**config.mk**
```make
export PLATFORM = sky130hd
export DESIGN_NAME = truth_table_sweeper
export DESIGN_NICKNAME = d
export VERILOG_FILES = /design/src/rtl/truth_sweep_pkg.sv /design/src/rtl/settle_counter.sv /design/src/rtl/truth_table_sweeper.sv
export SDC_FILE = /design/constraint.sdc
export NUM_CORES = 1
export LEC_CHECK = 0
export CORE_MARGIN = 2
export CORE_UTILIZATION = 30
export DETAILED_ROUTE_END_ITERATION = 8
export HOLD_SLACK_MARGIN = 0.08
export SYNTH_ARGS = -nofsm -noshare
export SYNTH_HDL_FRONTEND = slang
export SYNTH_SLANG_ARGS = --single-unit
```
**constraint.sdc**
```tcl
create_clock -name clk -period 1.8 [get_ports clk]
set_input_delay 0.27 -clock clk [delete_from_list [all_inputs] [get_ports clk]]
set_output_delay 0.27 -clock clk [all_outputs]
set_load 0.01 [all_outputs]
```
**src/rtl/truth_sweep_pkg.sv**
```systemverilog
// rtl/truth_sweep_pkg.sv - shared state encoding and sizing helpers for the truth-table sweeper
package truth_sweep_pkg;

  localparam int DEFAULT_NUM_IN = 3;

  typedef enum logic [1:0] {
    IDLE,
    SETTLE,
    SAMPLE,
    FINISH
  } state_t;

  function automatic int num_vectors(input int num_in);
    return 1 << num_in;
  endfunction

endpackage

```
**src/rtl/settle_counter.sv**
```systemverilog
// rtl/settle_counter.sv - loadable down-counter that times the settle wait after each vector
module settle_counter #(
  parameter int CNT_W = 8
) (
  input  logic             clk,
  input  logic             rst,
  input  logic             load,
  input  logic [CNT_W-1:0] load_val,
  input  logic             dec,
  output logic             zero
);

  logic [CNT_W-1:0] cnt;

  // Saturates at zero so a late decrement request cannot wrap the count.
  always_ff @(posedge clk or posedge rst) begin
    if (rst) begin
      cnt <= '0;
    end else if (load) begin
      cnt <= load_val;
    end else if (dec && (cnt != '0)) begin
      cnt <= cnt - 1'b1;
    end
  end

  assign zero = (cnt == '0);

endmodule

```
**src/rtl/truth_table_sweeper.sv**
```systemverilog
// rtl/truth_table_sweeper.sv - walks every input vector of a gate, captures its outputs and grades them
module truth_table_sweeper
  import truth_sweep_pkg::*;
#(
  parameter int NUM_IN = DEFAULT_NUM_IN,
  parameter int CNT_W  = 8
) (
  input  logic                           clk,
  input  logic                           rst,
  input  logic                           start,
  input  logic                           abort,
  input  logic [CNT_W-1:0]               settle_cycles,
  input  logic [num_vectors(NUM_IN)-1:0] expected,
  output logic                           in1,
  output logic                           in2,
  output logic                           in3,
  input  logic                           gate_out,
  output logic                           busy,
  output logic                           done,
  output logic [num_vectors(NUM_IN)-1:0] truth_table,
  output logic                           match,
  output logic [NUM_IN-1:0]              first_fail
);

  localparam int VEC = num_vectors(NUM_IN);
  localparam logic [NUM_IN-1:0] LAST_IDX = NUM_IN'(VEC - 1);

  state_t            state;
  logic [NUM_IN-1:0] idx;
  logic [CNT_W-1:0]  settle_reg;
  logic [VEC-1:0]    table_next;
  logic [NUM_IN-1:0] ff_next;
  logic              cnt_load;
  logic              cnt_dec;
  logic              cnt_zero;
  logic [CNT_W-1:0]  cnt_load_val;
  logic [2:0]        vec;

  always_comb begin
    cnt_load     = !abort && (((state == IDLE) && start) ||
                              ((state == SAMPLE) && (idx != LAST_IDX)));
    cnt_load_val = (state == IDLE) ? settle_cycles : settle_reg;
    cnt_dec      = !abort && (state == SETTLE);
  end

  settle_counter #(.CNT_W(CNT_W)) u_settle_counter (
    .clk      (clk),
    .rst      (rst),
    .load     (cnt_load),
    .load_val (cnt_load_val),
    .dec      (cnt_dec),
    .zero     (cnt_zero)
  );

  // Grading uses the table including the final sample so match is valid with done.
  always_comb begin
    table_next      = truth_table;
    table_next[idx] = gate_out;
    ff_next         = '0;
    for (int i = VEC - 1; i >= 0; i--) begin
      if (table_next[i] != expected[i]) begin
        ff_next = NUM_IN'(i);
      end
    end
  end

  always_ff @(posedge clk or posedge rst) begin
    if (rst) begin
      state       <= IDLE;
      idx         <= '0;
      settle_reg  <= '0;
      truth_table <= '0;
      match       <= 1'b0;
      first_fail  <= '0;
      done        <= 1'b0;
    end else if (abort) begin
      state <= IDLE;
      idx   <= '0;
      done  <= 1'b0;
      match <= 1'b0;
    end else begin
      done <= 1'b0;
      case (state)
        IDLE: begin
          if (start) begin
            settle_reg  <= settle_cycles;
            idx         <= '0;
            truth_table <= '0;
            match       <= 1'b0;
            first_fail  <= '0;
            state       <= SETTLE;
          end
        end
        SETTLE: begin
          if (cnt_zero) begin
            state <= SAMPLE;
          end
        end
        SAMPLE: begin
          truth_table <= table_next;
          if (idx == LAST_IDX) begin
            state      <= FINISH;
            done       <= 1'b1;
            match      <= (table_next == expected);
            first_fail <= ff_next;
          end else begin
            idx   <= idx + 1'b1;
            state <= SETTLE;
          end
        end
        FINISH:  state <= IDLE;
        default: state <= IDLE;
      endcase
    end
  end

  assign busy            = (state != IDLE);
  assign vec             = 3'(idx);
  assign {in1, in2, in3} = vec;

endmodule

```
==> flow_summary.yaml <==
die:
  core.rowCount: 29
  die_area_um2: 7140
  initial_cell_density_of_the_core_pct: 30.8
  coreArea_um2: 6310
  chipWidth_um: 84.5
  io_pins: 38
  fp.dieH_um: 84.5
clock_network:
  cts.sinks: 34
  clock_tree.buffer_depth: 2
  clock_latency_ns: 0.30
  tritoncts: "built"
  cts.reportedPaths.clkPinSlew_ns: 0.08
  cts.hold.buffers_added: 0
  cts-root-buf: "clkbuf_8"
  htreeDepth: 2
  cts-buffers-inserted: 5
route:
  detailroute.via_count: 1754
  viasPerCell: 4.89
  dr.first_iter.drc_count: 67
  avgRoutedWirePerCell_um: 13.7
  route.final.wire_length_um: 4910
  detail_route.drc_violations: 0
  detail_route.first_pass.iterations: 5
  antenna_violating_nets_post_route: 0
timing:
  drv_slew: 0
  setup_repair_after_global_routing_missed_its_margin: "true"
  max_freq_mhz: 541
  report.final.setup_viol: 2
  min_period_ns: 1.85
  fin_skew_ns: 0.00804
  layout_setup_ws_ns: -0.0476
  timing.final.crit_share_pct: 103
  report.final.hold_viol_count: 0
  tightestPinTransition_ns: 0.455
  fin_worst_hold_slack_ns: 0.317
  timing.max_slew.rel_slack_pct: 69.6
yosys:
  ys_ff_latch: 34
  yosysSeqAreaShare_pct: 43.8
  netlist-cell-type-count: 44
  syn_nets: 222
  synth_area_per_cell_um2: 9.87
  synth.cell_area_um2: 1940
  synth_flop_cell: "dfrtp_1"
  number_of_enable_type_register_cells_in_the_synthesized_netlist: 0
  ys_async_sr_fraction_pct: 100
  postSynthCellCount: 197
  yosys_warnings: 0
setup_path:
  crit_path_max_fanout: 6
  cp.required_ns: 1.99
  worstReg2RegEnd: "match"
  cp.arrival_ns: 2.04
  r2r_setup_slack_ns: -0.05
  timing.reg2reg.worst_path_depth: 6
  startpoint_type: "flip-flop"
  critical_path_class: "reg2reg"
  kind_of_capture_point_of_the_worst_setup_path: "flip-flop"
  worst_r2r_startpoint: "idx[2]"
outcome:
  violations_in_the_final_reports: "setup timing"
  outcome: "finished, violations left"
power_and_ir_drop:
  total_power_mw: 2.47
  irDropWorstVdd_uv: 343
  p_per_area_nw_per_um2: 834
  p_leak_nw: 1.34
final_layout:
  post_route_cells_drive_above_1_share_pct: 35.5
  fillers: 618
  num_antenna_cells: 0
  areaGrowthSynthToFinish_pct: 52.3
  final-seq-area_um2: 855
  finalNetCount: 306
  finalInstanceArea_um2: 2960
  layout.core_utilization_pct: 46.9
  multi_input_comb_area_um2: 1130
min_path:
  holdPathEnd: "state[1]"
  hold_class: "in2reg"
  min_from: "abort"
  min_path_cells: 3
grt:
  grt_remaining_overflow: 0
  antenna_found_initial: 0
  grt_usage_pct: 14.0
  grt_start_max_net_pins: 35
  first_global_vias: 1668
  grt_pass1_wl_um: 8020
flow_run:
  max_cap_viol_count: 0
place:
  place.port_buffers: 37
  place_area_um2: 2630
  preCtsSetupSlack_ns: -0.245
  dp_hpwl_um: 3360
  gp_routability_congestion: 0.797
## what timing repair did
action / 4_1_cts / 5_1_grt
buffers inserted: 1 / 16
resized for setup: 8 / 30
endpoints found under the setup margin: 15 / 9
pin swaps: 2 / 13
cloned: 0 / 0
## worst max path at each step
stage | start | endpoint | slack (ns) | depth (start not counted)
after global placement | abort | u_settle_counter.cnt[4] | -0.18 | 7
after detailed placement | abort | u_settle_counter.cnt[4] | -0.25 | 7
final | idx[2] | match | -0.05 | 6
after CTS | idx[2] | match | 0.01 | 6
after global routing | idx[2] | match | -0.14 | 6
after floorplan | idx[2] | match | 0.03 | 6
## layout make-up
class	instances	share of cell area, %
multi-input cells	144	38.3
flip-flops and latches	34	28.9
repair buffers	86	25.3
well taps	77	3.25
clock buffers	7	2.92
inverters	10	1.27
clock inverters	1	0.169
## synth_stat cells, types with 4 or more instances
cell type / count / area (um^2)
dfrtp_1: 34 / 851
nand2_1: 17 / 63.8
a21oi_1: 14 / 70.1
mux2i_1: 13 / 130
nor2_1: 11 / 41.3
inv_1: 10 / 37.5
mux2_2: 10 / 113
o21ai_0: 8 / 40.0
xor2_1: 7 / 61.3
o22ai_1: 6 / 37.5
clkbuf_1: 5 / 18.8
xnor2_1: 5 / 43.8
ha_1: 4 / 50.1
nand2b_1: 4 / 25.0
nor2b_1: 4 / 25.0
## report_power, final
group	switching (mW)	leakage, nW	internal (mW)
Sequential	0.126	0.432	0.921
Clock	0.296	0.0482	0.309
Combinational	0.367	0.865	0.451
## routing by layer
layer  global-route usage [%]  routed length, um  vias up
li1                         -                  -      865
met4                     5.63                136        0
met1                     20.1               2340      827
met3                     3.05                200       16
met2                     20.5               2230       46
met5                        0                  0        -
## critical path, stage by stage, from the launching register on
cell and delay, ns:
dfrtp_2 0.46, buf_4 0.17, nand3b_1 0.12, mux2i_1 0.32
xor2_1 0.22, nand2_1 0.14, o41ai_2 0.32
## kinds of logic (layout without fill, tap and decap cells)
group | after synthesis | count (layout) | synth area share, %
AO/OA/AOI/OAI | 44 | 44 | 14.4
XOR/XNOR | 12 | 12 | 5.41
adder cells (fa/ha/maj) | 4 | 4 | 2.57
buffers and inverters | 19 | 104 | 3.86
flip-flops | 34 | 34 | 43.8
multiplexers | 23 | 23 | 12.5
AND/OR/NAND/NOR | 61 | 61 | 17.5
## placed cells by master, fill, tap and decap left out, drive strengths merged, types with 4 or more instances in the layout
cell type      netlist  layout
a21oi               15      15
buf                  4      49
clkbuf               5       7
clkdlybuf4s50        0      33
dfrtp               34      34
ha                   4       4
inv                 10      10
mux2                10      10
mux2i               13      13
nand2               18      18
nand2b               4       4
nor2                11      11
nor2b                4       4
nor3b                4       4
o21ai                9       9
o22ai                6       6
xnor2                5       5
xor2                 7       7
## metrics by stage
step | setup TNS [ns] | instances
floorplan | 0 | 197
global placement | -1.37 | 335
detailed placement | -1.55 | 335
CTS | 0 | 344
global route | -0.568 | 359
finish | -0.0626 | 359
No activity file was read; power rests on OpenSTA's default activity.
